==> config.mk <==
export PLATFORM = sky130hd
export DESIGN_NAME = cpu_trace_recorder
export DESIGN_NICKNAME = d
export VERILOG_FILES = /design/src/rtl/cpu_trace_recorder.sv
export SDC_FILE = /design/constraint.sdc
export NUM_CORES = 1
export LEC_CHECK = 0
export CAP_MARGIN = 20
export CORE_UTILIZATION = 49
export DETAILED_ROUTE_END_ITERATION = 12
export PLACE_DENSITY = 0.79
export SLEW_MARGIN = 25
export SYNTH_ARGS = -nofsm -noshare
export SYNTH_HDL_FRONTEND = slang
export SYNTH_SLANG_ARGS = --single-unit
==> constraint.sdc <==
create_clock -name clk -period 9.95 [get_ports clk]
set_input_delay 2.4875 -clock clk [delete_from_list [all_inputs] [get_ports clk]]
set_output_delay 2.4875 -clock clk [all_outputs]
set_load 0.05 [all_outputs]
==> src/rtl/cpu_trace_recorder.sv <==
// Instruction trace recorder: captures retiring instructions into a FWFT buffer
// under an IDLE/RECORD/HALTED control FSM, with cycle and retire counters.
module cpu_trace_recorder #(
    parameter int          DEPTH   = 16,
    parameter int          DATA_W  = 32,
    parameter int          CNT_W   = 32,
    parameter logic [5:0]  HALT_OP = 6'b111111,
    localparam int         LW      = $clog2(DEPTH) + 1
) (
    input  logic              clk,
    input  logic              reset,
    input  logic              arm,
    input  logic              stop,
    input  logic              wrap,
    input  logic [DATA_W-1:0] pc_in,
    input  logic [DATA_W-1:0] ins_in,
    input  logic              pc_wre,
    input  logic              reg_wre,
    input  logic [4:0]        write_reg,
    input  logic [DATA_W-1:0] write_data,
    input  logic              rd_en,
    output logic              rd_valid,
    output logic [DATA_W-1:0] rd_pc,
    output logic [DATA_W-1:0] rd_ins,
    output logic [DATA_W-1:0] rd_wdata,
    output logic [4:0]        rd_wreg,
    output logic              rd_wflag,
    output logic [1:0]        state,
    output logic [LW-1:0]     level,
    output logic              overflow,
    output logic [CNT_W-1:0]  cycle_cnt,
    output logic [CNT_W-1:0]  retire_cnt
);

    localparam int AW = $clog2(DEPTH);

    typedef enum logic [1:0] {
        IDLE   = 2'b00,
        RECORD = 2'b01,
        HALTED = 2'b10
    } state_e;

    state_e             state_q, state_d;
    logic [AW-1:0]      wrPtr_q, wrPtr_d;
    logic [AW-1:0]      rdPtr_q, rdPtr_d;
    logic [LW-1:0]      level_q, level_d;
    logic               overflow_q, overflow_d;
    logic [CNT_W-1:0]   cycleCnt_q, cycleCnt_d;
    logic [CNT_W-1:0]   retireCnt_q, retireCnt_d;

    logic [DATA_W-1:0]  pcMem    [DEPTH];
    logic [DATA_W-1:0]  insMem   [DEPTH];
    logic [DATA_W-1:0]  wdataMem [DEPTH];
    logic [4:0]         wregMem  [DEPTH];
    logic               wflagMem [DEPTH];

    logic clear, capture, pop, full, isHalt, memWrite;

    assign clear    = (state_q == IDLE) && arm && !stop;
    assign capture  = (state_q == RECORD) && pc_wre;
    assign pop      = rd_en && (level_q != '0) && !clear;
    assign full     = (level_q == LW'(DEPTH));
    assign isHalt   = (ins_in[31:26] == HALT_OP);
    // A full buffer accepts a new entry if a pop frees a slot or overwrite is enabled.
    assign memWrite = capture && (!full || pop || wrap);

    always_comb begin
        state_d     = state_q;
        wrPtr_d     = wrPtr_q;
        rdPtr_d     = rdPtr_q;
        level_d     = level_q;
        overflow_d  = overflow_q;
        cycleCnt_d  = cycleCnt_q;
        retireCnt_d = retireCnt_q;

        case (state_q)
            IDLE:    if (clear) state_d = RECORD;
            RECORD:  if (stop) state_d = IDLE;
                     else if (capture && isHalt) state_d = HALTED;
            HALTED:  if (stop) state_d = IDLE;
            default: state_d = IDLE;
        endcase

        if (clear) begin
            wrPtr_d     = '0;
            rdPtr_d     = '0;
            level_d     = '0;
            overflow_d  = 1'b0;
            cycleCnt_d  = '0;
            retireCnt_d = '0;
        end else begin
            if (state_q == RECORD) begin
                if (cycleCnt_q != '1) cycleCnt_d = cycleCnt_q + CNT_W'(1);
                if (pc_wre && (retireCnt_q != '1)) retireCnt_d = retireCnt_q + CNT_W'(1);
            end
            if (memWrite) wrPtr_d = wrPtr_q + AW'(1);
            if (pop) rdPtr_d = rdPtr_q + AW'(1);
            if (memWrite && !pop) begin
                // Overwriting while full drops the oldest entry instead of growing.
                if (full) rdPtr_d = rdPtr_q + AW'(1);
                else      level_d = level_q + LW'(1);
            end else if (pop && !memWrite) begin
                level_d = level_q - LW'(1);
            end
            if (capture && full && !pop) overflow_d = 1'b1;
        end
    end

    always_ff @(posedge clk or negedge reset) begin
        if (!reset) begin
            state_q     <= IDLE;
            wrPtr_q     <= '0;
            rdPtr_q     <= '0;
            level_q     <= '0;
            overflow_q  <= 1'b0;
            cycleCnt_q  <= '0;
            retireCnt_q <= '0;
        end else begin
            state_q     <= state_d;
            wrPtr_q     <= wrPtr_d;
            rdPtr_q     <= rdPtr_d;
            level_q     <= level_d;
            overflow_q  <= overflow_d;
            cycleCnt_q  <= cycleCnt_d;
            retireCnt_q <= retireCnt_d;
        end
    end

    // Storage needs no reset: readout is masked whenever the buffer is empty.
    always_ff @(posedge clk) begin
        if (memWrite) begin
            pcMem[wrPtr_q]    <= pc_in;
            insMem[wrPtr_q]   <= ins_in;
            wdataMem[wrPtr_q] <= write_data;
            wregMem[wrPtr_q]  <= write_reg;
            wflagMem[wrPtr_q] <= reg_wre;
        end
    end

    assign rd_valid   = (level_q != '0);
    assign rd_pc      = rd_valid ? pcMem[rdPtr_q]    : '0;
    assign rd_ins     = rd_valid ? insMem[rdPtr_q]   : '0;
    assign rd_wdata   = rd_valid ? wdataMem[rdPtr_q] : '0;
    assign rd_wreg    = rd_valid ? wregMem[rdPtr_q]  : '0;
    assign rd_wflag   = rd_valid & wflagMem[rdPtr_q];
    assign state      = state_q;
    assign level      = level_q;
    assign overflow   = overflow_q;
    assign cycle_cnt  = cycleCnt_q;
    assign retire_cnt = retireCnt_q;

endmodule

[Word level (Yosys, flattened, before mapping)]
Memory sizes are Yosys's and may differ from the RTL's.
Cells that the tools add are included.
Word-level totals
  memories: 5
  register bits: 80
  input port bits: 109
  word-level logic and storage cells: 89
  RAM bits: 1632
Cells by class
  mux-type cells: 29
  equal/unequal tests: 10
  bitwise operators: 1
  $add $sub $neg: 6
  reduce and logical (&&, ||, !) cells: 31
Memory list
  insMem: words 16, bits a word 32, rd ports 1, clocked after memory_dff 0, write ports 1, RTL line 52  | logic [DATA_W-1:0] insMem [DEPTH];
  pcMem: words 16, bits a word 32, rd ports 1, clocked after memory_dff 0, write ports 1, RTL line 51  | logic [DATA_W-1:0] pcMem [DEPTH];
  wdataMem: words 16, bits a word 32, rd ports 1, clocked after memory_dff 0, write ports 1, RTL line 53  | logic [DATA_W-1:0] wdataMem [DEPTH];
  wregMem: words 16, bits a word 5, rd ports 1, clocked after memory_dff 0, write ports 1, RTL line 54  | logic [4:0] wregMem [DEPTH];
  wflagMem: words 16, bits a word 1, rd ports 1, clocked after memory_dff 0, write ports 1, RTL line 55  | logic wflagMem [DEPTH];
Operator list (number)
  2-to-1 mux 32 bit: 9
  adder 32 x 1 -> 32 bit (second input constant): 2
  inequality test 32 bit (second input constant): 2
  2-to-1 mux 5 bit: 5
  2-to-1 mux 4 bit: 6
  logical AND 1 bit: 12
  nonzero test 2 bit: 5
  adder 4 x 1 -> 4 bit (second input constant): 2
  2-to-1 mux 2 bit: 4
  == test 6 bit (second input constant): 1
  inequality test 3 bit (second input constant): 2
  case mux 2 bit (3 select lines): 1
  AND reduction 2 bit: 3
  adder 5 x 1 -> 5 bit (second input constant): 1
  == test 5 bit (second input constant): 1
  logical NOT 1 bit: 5
  nonzero test 5 bit: 1
  subtractor 5 x 1 -> 5 bit (second input constant): 1
  2-to-1 mux 1 bit: 4
  inequality test 2 bit (second input constant): 2
  AND reduction 3 bit: 1
  nonzero test 3 bit: 1
  == test 2 x 1 -> 1 bit (second input constant): 1
  == test 2 bit (second input constant): 1
  other kinds (3): 4

[Logic depth before layout (Yosys ltp)]
Gate-level depths: netlist (run 1).
  depth after elaboration: 13
  depth in mapped cells: 12
  mapped depth without buffers: 10

[Worst setup path after synthesis (run 1)]
OpenSTA, ideal clock, no wires.
  path type: input to register
  start: input arm
  end: memory insMem[12][0], enable pin
  buffers on the path: 1
  required time: 9.386 ns
  data arrival time: 7.807 ns
  setup time: 0.564 ns
  setup slack: 1.578 ns
  cell stages on the path: 6
  path through: or4b_1 buf_2 nand2_1 a31oi_1 nand3_1 nor2_1
Between the ends
  word-level cells in the longest chain between the ends: 9
Ends and longest elaborated chain
  start: declaration: RTL line 12  | input logic arm,
  logical AND 1 bit (2 in series): RTL line 59  | assign clear = (state_q == IDLE) && arm && !stop;
  logical NOT 1 bit: RTL line 61  | assign pop = rd_en && (level_q != '0) && !clear;
  logical AND 1 bit: RTL line 61
  logical OR 1 bit (2 in series): RTL line 65  | assign memWrite = capture && (!full || pop || wrap);
  logical AND 1 bit: RTL line 65
  2-to-1 mux 1 bit: RTL line 131  | if (memWrite) begin
  2-to-1 mux 1 bit (not written as such): RTL line 133  | insMem[wrPtr_q] <= ins_in;
  end: declaration: RTL line 52
No other way between the ends.

[Final worst setup path (run 1)]
  start: register rdPtr_q[1]
  end: output rd_pc[2]
Between the ends
  word-level cells in the longest chain between the ends: 2
Ends and longest elaborated chain
  start: declaration: RTL line 45  | logic [AW-1:0] rdPtr_q, rdPtr_d;
  start signal: assignment: RTL line 121  | rdPtr_q <= rdPtr_d;
  memory read (16 x 32 bit)
  2-to-1 mux 32 bit: RTL line 141  | assign rd_pc = rd_valid ? pcMem[rdPtr_q] : '0;
  end: declaration: RTL line 23  | output logic [DATA_W-1:0] rd_pc,
No other way between the ends.

==> results of run 1 <==
==> sequential cells by signal (all words and copies together) (netlist names) <==
signal      flops
insMem        512
overflow        1
wflagMem       16
wrPtr_q         4
cycle_cnt      32
wregMem        80
level           5
pcMem         512
wdataMem      512
retire_cnt     32
state           2
rdPtr_q         4
==> layout make-up <==
class | count | area (um2)
diodes | 13 | 32.53
clock buffers | 211 | 4482
clock inverters | 96 | 960.9
fillers | 9259 | 57030
inverters | 12 | 47.55
multi-input cells | 1017 | 14750
flip-flops and latches | 1712 | 51020
well taps | 1768 | 2212
repair buffers | 338 | 3420
==> cells by family (layout without fill, tap and decap cells) <==
kind of cell | count (synthesis) | after routing
DFF | 1712 | 1712
muxes | 530 | 530
and+or+nand+nor | 352 | 352
buffers and inverters | 161 | 657
AOI/OAI and AO/OA | 109 | 109
xor gates and xnor gates | 14 | 14
adders and majority gates | 12 | 12
other | 0 | 13
==> worst max-delay path, delay by kind of cell, from the launching register on <==
kind          cells  cell delay [ns]
simple gates      1             0.18
buf+inv           2             1.43
mux               2             0.99
flops             1             1.00
==> cell usage after synthesis, types with 12 or more instances <==
| cell type | instances |
|---|---|
| a31oi_1 | 13 |
| nor2_1 | 39 |
| o21ai_0 | 18 |
| and2_1 | 118 |
| nand2_1 | 54 |
| o31ai_1 | 13 |
| edfxtp_1 | 1632 |
| or3_1 | 19 |
| inv_1 | 12 |
| nand4_1 | 28 |
| a21oi_1 | 36 |
| mux4_2 | 510 |
| dfrtp_1 | 80 |
| mux2i_1 | 20 |
| clkbuf_1 | 83 |
| buf_2 | 53 |
| or4_1 | 15 |
| nand3_1 | 32 |
==> metrics by stage <==
stage               instance area [um2]  setup WS [ns]
floorplan                         66400          1.578
global placement                  71350          3.051
detailed placement                71400          3.031
CTS                               76850          2.846
global route                      76910          2.752
finish                            76930          2.889
==> per-layer routing <==
| metal | up-vias | GRT usage | part of all wire |
|---|---|---|---|
| li1 | 13060 | - | - |
| met1 | 17230 | 0.2993 | 0.38 |
| met2 | 1501 | 0.3952 | 0.52 |
| met3 | 249 | 0.04045 | 0.070 |
| met4 | 18 | 0.07001 | 0.025 |
| met5 | - | 0 | 0.00081 |
==> worst max path at each step <==
stage	slack, ns	depth (start not counted)	endpoint	from
finish	2.89	5	rd_pc[2]	rdPtr_q[1]$_DFF_PN0_
global route	2.75	6	rd_pc[9]	rdPtr_q[0]$_DFF_PN0_
CTS	2.85	5	rd_pc[9]	rdPtr_q[1]$_DFF_PN0_
detailed placement	3.03	6	pcMem[12][11]$_DFFE_PP_	pc_wre
global placement	3.05	6	insMem[15][21]$_DFFE_PP_	pc_wre
floorplan	1.58	6	insMem[12][0]$_DFFE_PP_	arm
==> power breakdown <==
part           switching [mW]  leakage (nW)  internal (mW)
logic                    3.82          5.58           2.90
registers               0.179          15.8           8.04
clock network            2.69          2.64           3.58
==> summary.txt, run 1 <==
Unique masters post-synth: 56
Achievable Freq: 0.1416 GHz
critical setup path kind: reg2out
Fin Hold WS: 0.5184 ns
Clock Latency Late Sink: 0.80 ns
clk sinks: 1712
Reg clk slew, reported paths: 0.06 ns
postcts setup bufs: 0
Worst-Margin Slew: 1.070 ns
Non-Filler Instances: 5167
cell accounting for the most synthesized area: edfxtp_1
CTS tree: built
# rows: 134
1st-pass router iterations: 7
outcome: complete, no violations
initial antenna violation count: 25
Die Height: 370.1 um
Clock Skews: 0.02442 ns
Max Cap Viol: 0
area of the die: 0.1370 mm2
area fraction in compound gates after synthesis: 0.01048
Post-DRT Antenna Nets: 0
cells along the critical path: buf_12, mux4_2, mux4_2, and2_1, clkdlybuf4s50_1
hold_buf cts: 0
Core Region: 0.1340 mm2
Post-Synth Adder-Cell Area: 0.002374
commonest non-fill, non-tap cell in the layout: edfxtp_1
reg-to-reg endpoint: pcMem[12][12]$_DFFE_PP_
Hold Crit Start: overflow$_DFFE_PN0P_
Worst Hold End: overflow$_DFFE_PN0P_
RSZ-0062 raised after global routing: no
dpl hpwl: 80260 um
Final Core Density: 0.5743
Cell Pwr Density: 275.6 mW/mm2
Max-slew headroom: 0.2865
post_cts resized: 0
GP Congestion: 0.8393
Area contributors post-synth: edfxtp_1 (74%), mux4_2 (17%), dfrtp_1 (3.0%)
most frequent cells in the layout: edfxtp_1 (1632), mux4_2 (510), clkdlybuf4s50_1 (282)
Total Negative Setup Slacks: 0 ns
layout cell share with drive strength beyond 1: 0.2466
vias per cell: 6.203
simple-gate share of the synthesized area: 0.03047
Leak Pwr: 23.99 nW
Yosys top cell area share: 0.7381
Synthesized Nets: 3011
# IOs: 284
multiplexer area fraction after synthesis: 0.1760
FF-to-FF Start: state[0]$_DFFE_PN0P_
global-route wire length before repair: 227300 um
post-synthesis cell count: 2890
fin crit share: 0.7096
Hold Path Stages: 2
count of final max-slew check failures: 0
largest net degree at the start of global routing: 150
top_reg_cell synth: edfxtp_1
DR iter-0 viols: 3724
mean area per synthesized cell: 22.98 um2
clk root buf: clkbuf_16
CP max stage delay: 1.00 ns
wire length per cell: 30.24 um
number of synthesized register bits: 1712
CP Launch Type: flop
CTS max path bufs: 3
Yosys Warn Count: 0
Tightest Hold Check Type: reg2reg
Tmin final: 7.061 ns
Post-synth EDFFs: 1632
Crit path arrival time: 4.57 ns
count of port buffers added during placement: 283
Initial Util: 0.4957
Critical Path RT: 7.46 ns
largest family of logic cells by synthesized area: multiplexers
drt total wl: 156300 um
DR vias: 32050
Async SR Flop Fraction: 0.04673
VDD IR max: 0.2559 mV
Area Overhead vs Synth: 15.86%
Crit Path Max Fanout: 149
Residual DRC: 0
final setup fails: 0
vias in the first global route: 32940
placed cells: 4845
Worst path slowest cell: dfrtp_4
cts bufs inserted: 168
most frequent CP cell: mux4_2
Crit. End Element: output pin
reg2reg path depth: 7
Tot Pwr: 21.20 mW
total congestion overflow: 0
H-tree levels: 4
R2R setup slack: 5.47 ns
sequential fraction of the synthesis area: 0.7682
Hold Vio Cnt, Final: 0
die width: 370.1 um
Total GRT Usage: 0.2297
final layout net count: 3370
XOR/XNOR share of the synthesized area: 0.001847
Synth Cell Area: 0.06640 mm2
(Power assumes the default switching activity.)
==> run 2, diff against run 1 <==
clock period = 7 ns   (was 9.95 ns; I/O delays follow)
==> run 2 against run 1 <==
Net effect: routed wire length increased by 0.72%; utilization is 0.30 points higher; clock power is 41% higher; worst setup slack got worse by 1.9 ns; clock skew is 0.0014 ns higher; critical path type unchanged; largest cell class unchanged.
==> summary.txt, run 2 (synthesized netlist as in run 1, its figures left out) <==
outcome: complete, no violations
Tmin final: 5.997 ns
reg-to-reg endpoint: pcMem[12][9]$_DFFE_PP_
placed cells: 4865 (+0.41%)
Crit. End Element: output pin
Hold Vio Cnt, Final: 0 (unchanged)
Non-Filler Instances: 5183 (+0.31%)
Hold Crit Start: overflow$_DFFE_PN0P_
Area Overhead vs Synth: 16.46%
count of port buffers added during placement: 283 (unchanged)
global-route wire length before repair: 229400 um (+0.90%)
drt total wl: 157400 um (+0.72%)
Worst path slowest cell: dfrtp_4
Tightest Hold Check Type: reg2reg
FF-to-FF Start: state[0]$_DFFE_PN0P_
Total GRT Usage: 0.2314 (+0.001676)
Worst-Margin Slew: 0.9940 ns (-0.07625 ns)
cells along the critical path: buf_4, mux4_2, mux4_2, and2_1, clkdlybuf4s50_1
final layout net count: 3388 (+0.53%)
1st-pass router iterations: 6 (-1)
commonest non-fill, non-tap cell in the layout: edfxtp_1
Tot Pwr: 30.13 mW (+42%)
Post-DRT Antenna Nets: 0 (unchanged)
GP Congestion: 0.8195 (-2.4%)
dpl hpwl: 79960 um (-0.38%)
Cell Pwr Density: 389.6 mW/mm2 (+41%)
Achievable Freq: 0.1668 GHz
R2R setup slack: 3.41 ns (-2.06 ns)
postcts setup bufs: 0 (unchanged)
Leak Pwr: 24.14 nW (+0.62%)
Setup WS pre-CTS: 1.599 ns (-1.432 ns)
# rows: 134 (unchanged)
# IOs: 284 (unchanged)
Max-slew headroom: 0.3373 (+0.05083)
wire length per cell: 30.37 um (+0.41%)
initial antenna violation count: 24 (-4.0%)
Die Height: 370.1 um (unchanged)
fin crit share: 0.8567
post_cts resized: 0 (unchanged)
RSZ-0062 raised after global routing: no
largest net degree at the start of global routing: 103 (-31%)
Fin Hold WS: 0.5154 ns (-0.002930 ns)
most frequent cells in the layout: edfxtp_1 (1632), mux4_2 (510), clkdlybuf4s50_1 (282)
critical setup path kind: reg2out
vias per cell: 6.234 (+0.49%)
DR vias: 32310 (+0.80%)
layout cell share with drive strength beyond 1: 0.2516 (+0.005013)
most frequent CP cell: mux4_2
DR iter-0 viols: 3500 (-6.0%)
clk root buf: clkbuf_16
met3 Use GR: 0.04718 (+0.006726)
Critical Path RT: 5.25 ns (-2.21 ns)
Residual DRC: 0 (unchanged)
Largest regs: insMem: 512 flops, pcMem: 512 flops, wdataMem: 512 flops
Reg clk slew, reported paths: 0.06 ns (about the same)
Total Negative Setup Slacks: 0 ns (unchanged)
top cell family by delay on the critical path: buffers and inverters
Clock Latency Late Sink: 0.79 ns (about the same)
Crit Path Max Fanout: 25 (-83%)
VDD IR max: 0.3325 mV (+30%)
H-tree levels: 4 (unchanged)
Crit path arrival time: 4.25 ns (-0.32 ns)
Initial Util: 0.4957 (unchanged)
Buf+Inv Stages, Crit Path: 2 (unchanged)
total congestion overflow: 0 (unchanged)
Core Region: 0.1340 mm2 (unchanged)
Setup WS post-layout: 1.003 ns (-1.886 ns)
clk sinks: 1712 (unchanged)
Worst Hold End: overflow$_DFFE_PN0P_
CTS tree: built
met2 GRT Util: 0.4000 (+0.004853)
count of final max-slew check failures: 0 (unchanged)
met1 Use GR: 0.2977 (-0.001591)
cts bufs inserted: 168 (unchanged)
die width: 370.1 um (unchanged)
Max Cap Viol: 0 (unchanged)
CP max stage delay: 0.80 ns (-0.20 ns)
CTS max path bufs: 3 (unchanged)
global-route layer with the greatest usage: met2
CP Launch Type: flop
final setup fails: 0 (unchanged)
vias in the first global route: 33490 (+1.6%)
hold_buf cts: 0 (unchanged)
Clock Skews: 0.02581 ns (+0.001381 ns)
area of the die: 0.1370 mm2 (unchanged)
Hold Path Stages: 2 (unchanged)
reg2reg path depth: 6 (-1)
[run 2: cell type report]
class,instances,area (um2)
inverters,12,47.55
multi-input cells,1017,14750
fillers,9136,56630
flip-flops and latches,1712,51020
repair buffers,356,3933
diodes,13,32.53
clock inverters,105,962.2
well taps,1768,2212
clock buffers,200,4367
[run 2: worst max path at each step]
stage / startpoint / cells after the start / end
finish: rdPtr_q[0]$_DFF_PN0_ / 5 / rd_wdata[9]
CTS: rdPtr_q[0]$_DFF_PN0_ / 5 / rd_ins[31]
detailed placement: stop / 7 / pcMem[13][2]$_DFFE_PP_
global placement: stop / 7 / pcMem[12][4]$_DFFE_PP_
floorplan: arm / 6 / insMem[12][0]$_DFFE_PP_
global route: rdPtr_q[0]$_DFF_PN0_ / 5 / rd_wdata[9]
[run 2: worst min-delay path, cell delays in order (launching register included)]
cell and delay [ns]:
dfrtp_1 0.34, a41oi_1 0.05, nor2_1 0.08
[run 2: per-layer routing]
layer	wire length, um	vias up	share of wire
met5	80	-	0.00051
met4	3864	14	0.025
met3	11770	293	0.075
met2	82900	1530	0.53
met1	58770	17390	0.37
li1	-	13080	-
[run 2: power breakdown]
| part | internal (mW) | total (mW) | switching (mW) |
|---|---|---|---|
| clock | 4.96 | 8.82 | 3.86 |
| sequential | 11.4 | 11.7 | 0.319 |
| combinational | 4.21 | 9.57 | 5.36 |
| total | 20.6 | 30.1 | 9.54 |
[run 2: stage by stage]
step | utilization | cell area, um2
finish | 0.5773 | 77330
global route | 0.5771 | 77310
CTS | 0.5770 | 77290
detailed placement | 0.5372 | 71960
global placement | 0.5372 | 71960
floorplan | - | 66400
